<file path="config.mk">
export PLATFORM = sky130hd
export DESIGN_NAME = cnt_down_timer_flat
export DESIGN_NICKNAME = d
export VERILOG_FILES = /design/src/rtl/cnt_down_timer_if.sv /design/src/rtl/cnt_down_timer.sv /design/src/flat_wrapper.sv
export SDC_FILE = /design/constraint.sdc
export NUM_CORES = 1
export LEC_CHECK = 0
export BUFFER_PORTS_ARGS = -buffer_cell sky130_fd_sc_hd__buf_2
export CAP_MARGIN = 10
export CORE_MARGIN = 1
export CORE_UTILIZATION = 54
export CTS_CLUSTER_SIZE = 28
export DETAILED_ROUTE_END_ITERATION = 8
export MAX_ROUTING_LAYER = met4
export PLACE_DENSITY = 0.81
export SYNTH_ARGS = -nofsm -noshare
export SYNTH_HDL_FRONTEND = slang
export SYNTH_SLANG_ARGS = --single-unit
</file>
<file path="constraint.sdc">
create_clock -name clk -period 3.75 [get_ports clk]
set_input_delay 0.5625 -clock clk [delete_from_list [all_inputs] [get_ports clk]]
set_output_delay 0.5625 -clock clk [all_outputs]
set_load 0.02 [all_outputs]
</file>
<file path="src/rtl/cnt_down_timer_if.sv">
// Control/status bundle for the loadable down-counting timer.
// master drives the controls, slave is the timer itself.
interface cnt_down_timer_if #(
    parameter int WIDTH = 4
);
    logic             load;
    logic [WIDTH-1:0] load_val;
    logic             start;
    logic             pause;
    logic [WIDTH-1:0] cnt;
    logic             busy;
    logic             done;
    logic [1:0]       state;

    modport master (
        output load, load_val, start, pause,
        input  cnt, busy, done, state
    );

    modport slave (
        input  load, load_val, start, pause,
        output cnt, busy, done, state
    );
endinterface

</file>
<file path="src/rtl/cnt_down_timer.sv">
// Loadable down-counting timer with start/pause/load-abort and done pulse.
// Optional macro CNT_AUTO_RELOAD_EN: loop reload..1 forever instead of single-shot.
module cnt_down_timer #(
    parameter int WIDTH        = 4,
    parameter int DEFAULT_LOAD = 10
) (
    input logic           clk,
    input logic           rst_n,
    cnt_down_timer_if.slave bus
);
    typedef enum logic [1:0] {
        S_IDLE  = 2'd0,
        S_RUN   = 2'd1,
        S_PAUSE = 2'd2,
        S_DONE  = 2'd3
    } state_e;

    localparam logic [WIDTH-1:0] DEF_VAL = WIDTH'(DEFAULT_LOAD);
    localparam logic [WIDTH-1:0] ONE     = WIDTH'(1);

    state_e           state_q, state_d;
    logic [WIDTH-1:0] cnt_q, cnt_d;
    logic [WIDTH-1:0] reload_q, reload_d;
    logic             done_q, done_d;
    logic [WIDTH-1:0] eff_val;
    logic             at_one;

    // A zero load value means "use the default period".
    assign eff_val = (bus.load_val == '0) ? DEF_VAL : bus.load_val;
    assign at_one  = (cnt_q <= ONE);

    // State register.
    always_ff @(posedge clk or negedge rst_n) begin
        if (!rst_n) state_q <= S_IDLE;
        else        state_q <= state_d;
    end

    // Next-state logic; load overrides everything, then pause, then start/count.
    always_comb begin
        state_d = state_q;
        if (bus.load) begin
            state_d = bus.start ? S_RUN : S_IDLE;
        end else begin
            unique case (state_q)
                S_IDLE:  if (bus.start) state_d = S_RUN;
                S_RUN: begin
                    if (bus.pause) begin
                        state_d = S_PAUSE;
                    end else if (at_one) begin
`ifdef CNT_AUTO_RELOAD_EN
                        state_d = S_RUN;
`else
                        state_d = S_DONE;
`endif
                    end
                end
                S_PAUSE: if (!bus.pause) state_d = S_RUN;
                S_DONE:  state_d = S_IDLE;
                default: state_d = S_IDLE;
            endcase
        end
    end

    // Datapath next values: count, reload register and done pulse.
    always_comb begin
        cnt_d    = cnt_q;
        reload_d = reload_q;
        done_d   = 1'b0;
        if (bus.load) begin
            cnt_d    = eff_val;
            reload_d = eff_val;
        end else begin
            unique case (state_q)
                S_RUN: begin
                    if (!bus.pause) begin
                        if (!at_one) begin
                            cnt_d = cnt_q - ONE;
                        end else begin
                            done_d = 1'b1;
`ifdef CNT_AUTO_RELOAD_EN
                            cnt_d  = reload_q;
`endif
                        end
                    end
                end
                S_DONE:  cnt_d = reload_q;
                default: cnt_d = cnt_q;
            endcase
        end
    end

    // Datapath registers.
    always_ff @(posedge clk or negedge rst_n) begin
        if (!rst_n) begin
            cnt_q    <= DEF_VAL;
            reload_q <= DEF_VAL;
            done_q   <= 1'b0;
        end else begin
            cnt_q    <= cnt_d;
            reload_q <= reload_d;
            done_q   <= done_d;
        end
    end

    assign bus.cnt   = cnt_q;
    assign bus.done  = done_q;
    assign bus.state = state_q;
    assign bus.busy  = (state_q == S_RUN) || (state_q == S_PAUSE);
endmodule
</file>
<file path="src/flat_wrapper.sv">
// flat-port wrapper written by rule: the top's interface ports become plain ports
module cnt_down_timer_flat 
#(
    parameter int WIDTH        = 4,
    parameter int DEFAULT_LOAD = 10
)
  (clk, rst_n, bus_load, bus_load_val, bus_start, bus_pause, bus_cnt, bus_busy, bus_done, bus_state);
  cnt_down_timer_if #(.WIDTH(WIDTH)) bus_i ();
  input logic clk;
  input logic rst_n;
  input wire logic [$bits(bus_i.load)-1:0] bus_load;
  input wire logic [$bits(bus_i.load_val)-1:0] bus_load_val;
  input wire logic [$bits(bus_i.start)-1:0] bus_start;
  input wire logic [$bits(bus_i.pause)-1:0] bus_pause;
  output wire logic [$bits(bus_i.cnt)-1:0] bus_cnt;
  output wire logic [$bits(bus_i.busy)-1:0] bus_busy;
  output wire logic [$bits(bus_i.done)-1:0] bus_done;
  output wire logic [$bits(bus_i.state)-1:0] bus_state;
  assign bus_i.load = bus_load;
  assign bus_i.load_val = bus_load_val;
  assign bus_i.start = bus_start;
  assign bus_i.pause = bus_pause;
  assign bus_cnt = bus_i.cnt;
  assign bus_busy = bus_i.busy;
  assign bus_done = bus_i.done;
  assign bus_state = bus_i.state;
  cnt_down_timer #(.WIDTH(WIDTH), .DEFAULT_LOAD(DEFAULT_LOAD)) u_core (.clk(clk), .rst_n(rst_n), .bus(bus_i));
endmodule
</file>
==> results of run 1 <==
==> logic make-up after synthesis <==
kind of cell,synth area share
adders and majority gates,0.1222
buffers and inverters,0.06980
xor gates and xnor gates,0.01222
muxes,0.04537
DFF,0.3909
and+or+nand+nor,0.1187
AOI/OAI and AO/OA,0.2409
==> layout make-up <==
class / count / area share
multi-input combinational: 49 / 0.4647
sequential: 11 / 0.3368
timing repair buffer: 16 / 0.09624
inverter: 11 / 0.04962
clock buffer: 4 / 0.03158
tap: 14 / 0.02105
==> worst max-delay path, cell delays in order (launching register included) <==
cell and delay, ns:
dfrtp_1 0.41, inv_1 0.15, ha_1 0.24, inv_1 0.09, a21oi_1 0.38, nand2_4 0.11, mux2_1 0.33
==> metrics by stage <==
step / setup WS, ns / cells
6_report: 1.935 / 105
5_1_grt: 1.832 / 105
2_1_floorplan: 2.007 / 73
3_3_place_gp: 2.013 / 101
3_5_place_dp: 1.948 / 101
4_1_cts: 1.921 / 105
==> registers in the layout, summed over array words and instances (netlist names) <==
| name | cells |
|---|---|
| u_core.reload_q | 4 |
| u_core.bus.cnt | 4 |
| u_core.bus.done | 1 |
| u_core.bus.state | 2 |
==> layout by cell type (no fill, tap or decap), types with 2 or more instances in the layout <==
master and instances:
nor3_1 4, inv_1 11, nor4_1 2, ha_1 7, clkbuf_4 3, mux2_1 2, o21ai_0 7, dfrtp_1 7
nor2_1 4, dfstp_2 4, nand2_1 2, a21oi_1 3, buf_2 16
==> path summary, 6_finish.rpt <==
kind,end,slack (ns),cells past startpoint
setup / recovery,u_core.bus.cnt[2]$_DFFE_PN0P_,1.93,6
min in group clk,u_core.bus.done$_DFF_PN0_,0.47,2
setup reg to reg,u_core.bus.cnt[2]$_DFFE_PN0P_,1.93,6
max in group asynchronous,u_core.reload_q[1]$_DFFE_PN1P_,3.33,1
hold reg to reg,u_core.reload_q[1]$_DFFE_PN1P_,0.50,2
hold / removal,u_core.reload_q[2]$_DFFE_PN0P_,0.14,1
==> where the power goes <==
part / switching [mW] / leakage [nW] / internal (mW)
combinational: 0.189 / 0.261 / 0.125
sequential: 0.0500 / 0.130 / 0.163
clock: 0.0421 / 0.0150 / 0.0413
==> metal layers <==
| metal | vias to the layer above | wire [um] | GRT usage |
|---|---|---|---|
| met4 | 0 | 27 | 0.1034 |
| met2 | 25 | 729 | 0.4153 |
| met5 | - | 0 | - |
| met1 | 277 | 692 | 0.3120 |
| met3 | 7 | 72 | 0.05233 |
| li1 | 296 | - | - |
==> flow_summary.toml, run 1 <==
[run_status]
status = "finished clean"

[timing]
setup_viol = 0
tns_ns = 0
rsz0062_at_grt = "no"
post-route-period-util = 0.4841
slew_headroom = 0.7130
fmax_mhz = 550.8
finalWorstPathRequiredPeriod_ns = 1.815
finalMaxSlewViolations = 0
tightestPinTransition_ns = 0.4295
hold_violations = 0
holdWs_ns = 0.1410
clock_skew_ns = 0.007863

[route]
detail_route.wl_per_cell_um = 14.48
vias = 605
ant_nets = 0
drtPass1Iterations = 5
drt-initial-drc-count = 19
drc_errors = 0
routed_via_density = 5.762
wl_um = 1520

[layout]
postLayoutCellArea_um2 = 832.0
fin_util = 0.7105
nNetsFinal = 108
fill_cells = 105
multi_input_area_um2 = 386.6
antennaDiodeCount = 0
drive_above_1_share = 0.3297
final-seq-area_um2 = 280.3
areaGrowthSynthToFinish_pct = 16.06

[clock_tree]
post_cts_resized = 0
cts-root-buf = "clkbuf_4"
cts_buffer_depth = 2
postCtsHoldBufs = 0
path_clk_slew_ns = 0.08
cts-buffers-inserted = 3
cts-htree-levels = 1
cts_setup_buffers = 0
cts_tree = "done"
cts.sinks = 11
clock_latency_ns = 0.28

[worst_setup_path]
end_kind = "register"
r2r_start = "u_core.bus.state[1]$_DFFE_PN0P_"
worstPathRequired_ns = 3.91
cp-start-kind = "register"
critPathMaxFanout = 4
arrival_ns = 1.98
critical_path_class = "reg -> reg"
worst_setup_path_startpoint = "u_core.bus.state[1]$_DFFE_PN0P_"

[placement]
dp_hpwl_um = 1103
gp_congestion = 0.9165
port_buffers = 16
place_area_um2 = 805.8

[synth]
syn-cell-area_um2 = 716.9
yosys_warnings = 0
ys_types = 31
yosys.area.top_type = "dfrtp_1"
post-synth-top-count-cell = "inv_1"
synth-edff-count = 0
yosys.area.top_type_share = 0.2443
ys_top_cells_by_count = "11 x inv_1, 7 x dfrtp_1, 7 x ha_1, 7 x o21ai_0"
synth-async-reset-ratio = 1.000
synth_area_leaders = "dfrtp_1 24%, dfstp_2 15%, ha_1 12%"
syn_nets = 89
syn_inst = 73
synth.avg_cell_area_um2 = 9.821
yosysSeqAreaShare = 0.3909
ys.flop_type = "dfrtp_1"
synth_seq_cells = 11

[global_routing]
grt-ovfl-total = 0
grt_pass1_wl_um = 2408
grt_usage = 0.2557
first_global_vias = 549
grt_max_degree = 16
antenna_found_initial = 0

[pwr]
p_leak_nw = 0.4052
cellPowerDensity_nw_per_um2 = 733.4
peakVddDrop_v = 0.0004489
finalPower_mw = 0.6102

[floorplanning]
die_x_um = 38.44
rows = 12
die_height_um = 38.44
fp.dieArea_um2 = 1477
ios = 17
coreArea_um2 = 1171
initial_utilization = 0.6122

[min_path]
holdCritPathClass = "in -> async"

[run]
maxCapViolCount = 0
Note: power is estimated with default switching activity, not from simulation.
==> run 2, diff against run 1 <==
--- a/config.mk
+++ b/config.mk
@@ -5,14 +5,15 @@
 export SDC_FILE = /design/constraint.sdc
 export NUM_CORES = 1
 export LEC_CHECK = 0
+export ABC_AREA = 1
 export BUFFER_PORTS_ARGS = -buffer_cell sky130_fd_sc_hd__buf_2
 export CAP_MARGIN = 10
 export CORE_MARGIN = 1
-export CORE_UTILIZATION = 54
+export CORE_UTILIZATION = 51
 export CTS_CLUSTER_SIZE = 28
 export DETAILED_ROUTE_END_ITERATION = 8
 export MAX_ROUTING_LAYER = met4
-export PLACE_DENSITY = 0.81
+export PLACE_DENSITY = 0.77
 export SYNTH_ARGS = -nofsm -noshare
 export SYNTH_HDL_FRONTEND = slang
 export SYNTH_SLANG_ARGS = --single-unit
==> constraint.sdc (replaced) <==
create_clock -name clk -period 1.7 [get_ports clk]
set_input_delay 0.255 -clock clk [delete_from_list [all_inputs] [get_ports clk]]
set_output_delay 0.255 -clock clk [all_outputs]
set_load 0.02 [all_outputs]
==> run 2 against run 1 <==
Effect of this change:
- final cell count grew 27%
- via count grew 6.8%
- synthesized area grew 6.1%
- sequential share of layout area shrank 2.1 points
- synthesized cell count grew 34%
- design area grew 6.8%
- critical path depth shrank 3
- critical path type is now reg -> out
- largest cell class unchanged
- highest routed layer unchanged
==> flow_summary.toml, run 2 <==
[worst_setup_path]
worst_setup_path_startpoint = "u_core.bus.state[0]$_DFFE_PN0P_"
worstPathRequired_ns = 1.44
critical_path_class = "reg -> out"
arrival_ns = 1.25
end_kind = "output port"
r2r_start = "u_core.bus.cnt[1]$_DFFE_PN1P_"
cp_slowest_cell = "dfrtp_1"
crit_chain = "inv_1 > ha_1 > buf_2"
slowest_delay_ns = 0.44
cp-start-kind = "register"
critPathMaxFanout = 6

[floorplanning]
coreArea_um2 = 1350
die_x_um = 40.62
initial_utilization = 0.5635
ios = 17
die_height_um = 40.62
rows = 13
fp.dieArea_um2 = 1650

[route]
routed_via_density = 4.857
drtPass1Iterations = 4
drc_errors = 0
detail_route.wl_per_cell_um = 10.62
drt-initial-drc-count = 6
vias = 646
wl_um = 1412
ant_nets = 0

[synth]
synth-async-reset-ratio = 1.000
yosys.area.top_type_share = 0.2303
yosys_warnings = 0
synth_seq_cells = 11
yosysSeqAreaShare = 0.3684
yosys.area.top_type = "dfrtp_1"
ys_top_cells_by_count = "24 x nand2_1, 16 x inv_1, 7 x dfrtp_1, 7 x ha_1, 6 x o21ai_1"
synth-edff-count = 0
post-synth-top-count-cell = "nand2_1"
syn_inst = 98
ys.flop_type = "dfrtp_1"
synth.avg_cell_area_um2 = 7.763
synth_area_leaders = "dfrtp_1 23%, dfstp_2 14%, nand2_1 12%"
ys_types = 21
syn-cell-area_um2 = 760.7
syn_nets = 114

[timing]
slew_headroom = 0.8339
fmax_mhz = 663.6
clock_skew_ns = 0.006617
post-route-period-util = 0.8864
setup_viol = 0
rsz0062_at_grt = "no"
finalWorstPathRequiredPeriod_ns = 1.507
tightestPinTransition_ns = 0.2491
tns_ns = 0
finalMaxSlewViolations = 0
hold_violations = 0

[pwr]
cellPowerDensity_nw_per_um2 = 1657
p_leak_nw = 0.4873
peakVddDrop_v = 0.0009274

[clock_tree]
cts.sinks = 11
cts-htree-levels = 1
cts_buffer_depth = 2
path_clk_slew_ns = 0.08
cts_tree = "done"
cts-root-buf = "clkbuf_4"
cts-buffers-inserted = 3
clock_latency_ns = 0.27
cts_setup_buffers = 0

[layout]
fin_cells = 133
mostFrequentLayoutCell = "nand2_1"
antennaDiodeCount = 0
drive_above_1_share = 0.3051
multi_input_area_um2 = 401.6
nNetsFinal = 135
fill_cells = 123
mostFrequentLayoutCells = "24 x nand2_1, 16 x inv_1, 16 x buf_2"
areaGrowthSynthToFinish_pct = 16.78
final-seq-area_um2 = 280.3

[run]
maxCapViolCount = 0

[run_status]
status = "finished clean"

[global_routing]
grt-ovfl-total = 0
first_global_vias = 564
grt_usage = 0.2195
antenna_found_initial = 0
grt_pass1_wl_um = 2277
grt_max_degree = 14

[min_path]
holdCritPathClass = "in -> reg"
holdCritStartpoint = "bus_load_val[0]"

[placement]
dp_hpwl_um = 1121
port_buffers = 16
gp_congestion = 0.7328
dp_cells = 128
run 2: changes by cell type after synthesis, moves of 4 or more:
cell | before | now
o21ai_0 | 7 | 0
nand2_1 | 2 | 24
nor3_1 | 4 | 0
o21ai_1 | 0 | 6
inv_1 | 11 | 16
nand3_1 | 1 | 5
run 2: area by class of cell:
type,instances,share of cell area
sequential,11,0.3155
inverter,19,0.08028
clock buffer,4,0.02958
multi-input combinational,67,0.4521
tap,15,0.02113
timing repair buffer,17,0.1014
run 2: per-stage QoR:
step	power (mW)	setup slack [ns]	util	hold slack [ns]	cell area, um^2
2_1_floorplan	1.094	0.2936	-	-0.04059	760.7
3_3_place_gp	1.284	0.2900	0.6311	0.1335	852.1
3_5_place_dp	1.301	0.3107	0.6311	0.1309	852.1
4_1_cts	1.490	0.1719	0.6580	0.2402	888.4
5_1_grt	1.627	0.09185	0.6580	0.2700	888.4
6_report	1.472	0.1931	0.6580	0.2394	888.4
run 2: critical path: cells and delay by family, from the launching register on:
family	cells	cell delay (ns)
flip-flops	1	0.44
adder cells (fa/ha/maj)	1	0.29
buffers and inverters	2	0.25
run 2: power breakdown:
group	switching, mW	internal, mW	leakage, nW
registers	0.0921	0.367	0.130
logic	0.533	0.297	0.343
clock network	0.0919	0.0908	0.0150
run 2: per-layer routing:
layer | vias to the layer above | track usage | routed length [um]
met4 | 0 | 0.1000 | 6
met3 | 2 | 0.03261 | 39
met1 | 280 | 0.2736 | 689
li1 | 349 | - | -
met5 | - | - | 0
met2 | 15 | 0.3492 | 676
run 2: what timing repair did:
item                      CTS  global route
hold buffers                1             0
hold endpoints to repair    7             0
resized for setup           0             0
run 2: logic make-up (layout without fill, tap and decap cells):
family / Yosys count / in the layout / share of synthesized area
buf+inv: 20 / 40 / 0.1036
fa+ha+maj: 7 / 7 / 0.1151
flops: 11 / 11 / 0.3684
simple gates: 42 / 42 / 0.2665
compound gates: 18 / 18 / 0.1464
run 2: path summary, 6_finish.rpt:
kind / to / slack (ns) / cells after the start
setup / recovery: bus_busy / 0.19 / 3
hold / removal: u_core.reload_q[0]$_DFFE_PN0P_ / 0.24 / 3
setup reg to reg: u_core.bus.cnt[3]$_DFFE_PN1P_ / 0.29 / 9
hold reg to reg: u_core.reload_q[1]$_DFFE_PN1P_ / 0.48 / 2
max in group asynchronous: u_core.reload_q[1]$_DFFE_PN1P_ / 1.06 / 2
min in group asynchronous: u_core.bus.done$_DFF_PN0_ / 0.37 / 2
==> run 3, diff against run 2 <==
--- a/config.mk
+++ b/config.mk
@@ -14,6 +14,7 @@
 export DETAILED_ROUTE_END_ITERATION = 8
 export MAX_ROUTING_LAYER = met4
 export PLACE_DENSITY = 0.77
+export RECOVER_POWER = 25
 export SYNTH_ARGS = -nofsm -noshare
 export SYNTH_HDL_FRONTEND = slang
 export SYNTH_SLANG_ARGS = --single-unit
==> run 3 against run 2 <==
Effect of this change:
- design area fell by 0.14%
- combinational power barely moved
- non-clock buffer count is the same
- setup slack about the same
- sequential cell count stayed put
- largest cell class unchanged
- highest routed layer unchanged
==> flow_summary.toml, run 3 (synthesized netlist as in run 2, its figures left out) <==
[run_status]
status = "finished clean"

[timing]
setup_viol = 0
finalWorstPathRequiredPeriod_ns = 1.507
post-route-period-util = 0.8867
finalMaxSlewViolations = 0
tightestPinTransition_ns = 0.5686
clock_skew_ns = 0.006745
slew_headroom = 0.6209
rsz0062_at_grt = "no"
holdWs_ns = 0.2388
tns_ns = 0
fmax_mhz = 663.4
hold_violations = 0

[floorplanning]
die_x_um = 40.62
initial_utilization = 0.5635
ios = 17
coreArea_um2 = 1350
die_height_um = 40.62
rows = 13
fp.dieArea_um2 = 1650

[route]
detail_route.wl_per_cell_um = 10.57
drtPass1Iterations = 4
ant_nets = 0
drc_errors = 0
vias = 652
wl_um = 1406
routed_via_density = 4.902
drt-initial-drc-count = 10

[clock_tree]
cts_tree = "done"
path_clk_slew_ns = 0.08
cts-root-buf = "clkbuf_4"
post_cts_resized = 0
cts-htree-levels = 1
cts.sinks = 11
clock_latency_ns = 0.27
cts_buffer_depth = 2
cts-buffers-inserted = 3

[global_routing]
grt_pass1_wl_um = 2277
antenna_found_initial = 0
grt_usage = 0.2195
first_global_vias = 564
grt_max_degree = 14
grt-ovfl-total = 0

[layout]
drive_above_1_share = 0.2966
areaGrowthSynthToFinish_pct = 16.61
mostFrequentLayoutCell = "nand2_1"
nNetsFinal = 135
antennaDiodeCount = 0
mostFrequentLayoutCells = "24 x nand2_1, 16 x inv_1, 15 x buf_2"
fin_cells = 133
postLayoutCellArea_um2 = 887.1

[pwr]
p_leak_nw = 0.4846
cellPowerDensity_nw_per_um2 = 1659
peakVddDrop_v = 0.0009265

[placement]
place_area_um2 = 852.1
port_buffers = 16
gp_congestion = 0.7328
dp_cells = 128
dp_hpwl_um = 1121

[worst_setup_path]
worstPathRequired_ns = 1.44
r2r_slack_ns = 0.29
critical_path_class = "reg -> out"
arrival_ns = 1.25
critPathMaxFanout = 6
cp-start-kind = "register"
end_kind = "output port"

[run]
maxCapViolCount = 0

[min_path]
holdCritPathClass = "in -> reg"
==> run 3: cell count changes in the layout (fill, tap and decap cells not counted) <==
| cell | change |
|---|---|
| o21ai_1 | -1 |
| o21ai_0 | +1 |
| clkbuf_1 | +1 |
| buf_2 | -1 |
==> run 3: critical path: stages, from the launching register on <==
cell and delay, ns:
dfrtp_1 0.44, inv_1 0.09, ha_1 0.29, buf_2 0.16
==> run 3: stage by stage <==
step	total power [mW]	util	worst slack, ns
2_1_floorplan	1.094	-	0.2936
3_3_place_gp	1.284	0.6311	0.2900
3_5_place_dp	1.301	0.6311	0.3107
4_1_cts	1.490	0.6580	0.1719
5_1_grt	1.627	0.6571	0.09185
6_report	1.472	0.6571	0.1926
==> run 3: cell type report <==
type / instances / area [um^2]
well taps: 15 / 18.77
clock buffers: 4 / 26.28
flip-flops and latches: 11 / 280.3
inverters: 19 / 71.32
fillers: 123 / 462.9
multi-input cells: 67 / 401.6
repair buffers: 17 / 88.84
==> run 3: where the power goes <==
group,internal [mW],switching [mW],total (mW)
clock,0.0908,0.0927,0.183
sequential,0.367,0.0921,0.459
combinational,0.297,0.532,0.829
total,0.754,0.717,1.47
==> run 3: what timing repair did <==
action	in CTS	in global routing
hold buffers	1	0
setup endpoints to repair	0	0
hold endpoints to repair	7	0
setup buffers	0	0
==> run 3: worst paths after layout <==
| check | start | end | cells past startpoint |
|---|---|---|---|
| worst min register to register | u_core.reload_q[3]$_DFFE_PN1P_ | u_core.reload_q[3]$_DFFE_PN1P_ | 2 |
| min in group asynchronous | rst_n | u_core.bus.done$_DFF_PN0_ | 2 |
| worst min-delay path | bus_load_val[0] | u_core.reload_q[0]$_DFFE_PN0P_ | 3 |
| worst max register to register | u_core.bus.cnt[1]$_DFFE_PN1P_ | u_core.bus.cnt[3]$_DFFE_PN1P_ | 9 |
| max in group asynchronous | rst_n | u_core.reload_q[1]$_DFFE_PN1P_ | 2 |
| worst max-delay path | u_core.bus.state[0]$_DFFE_PN0P_ | bus_busy | 3 |
==> run 3: per-layer routing <==
metal	global-route usage	wire length (um)
met1	0.2736	686
met2	0.3492	670
met3	0.03261	43
met4	0.1000	6
met5	-	0
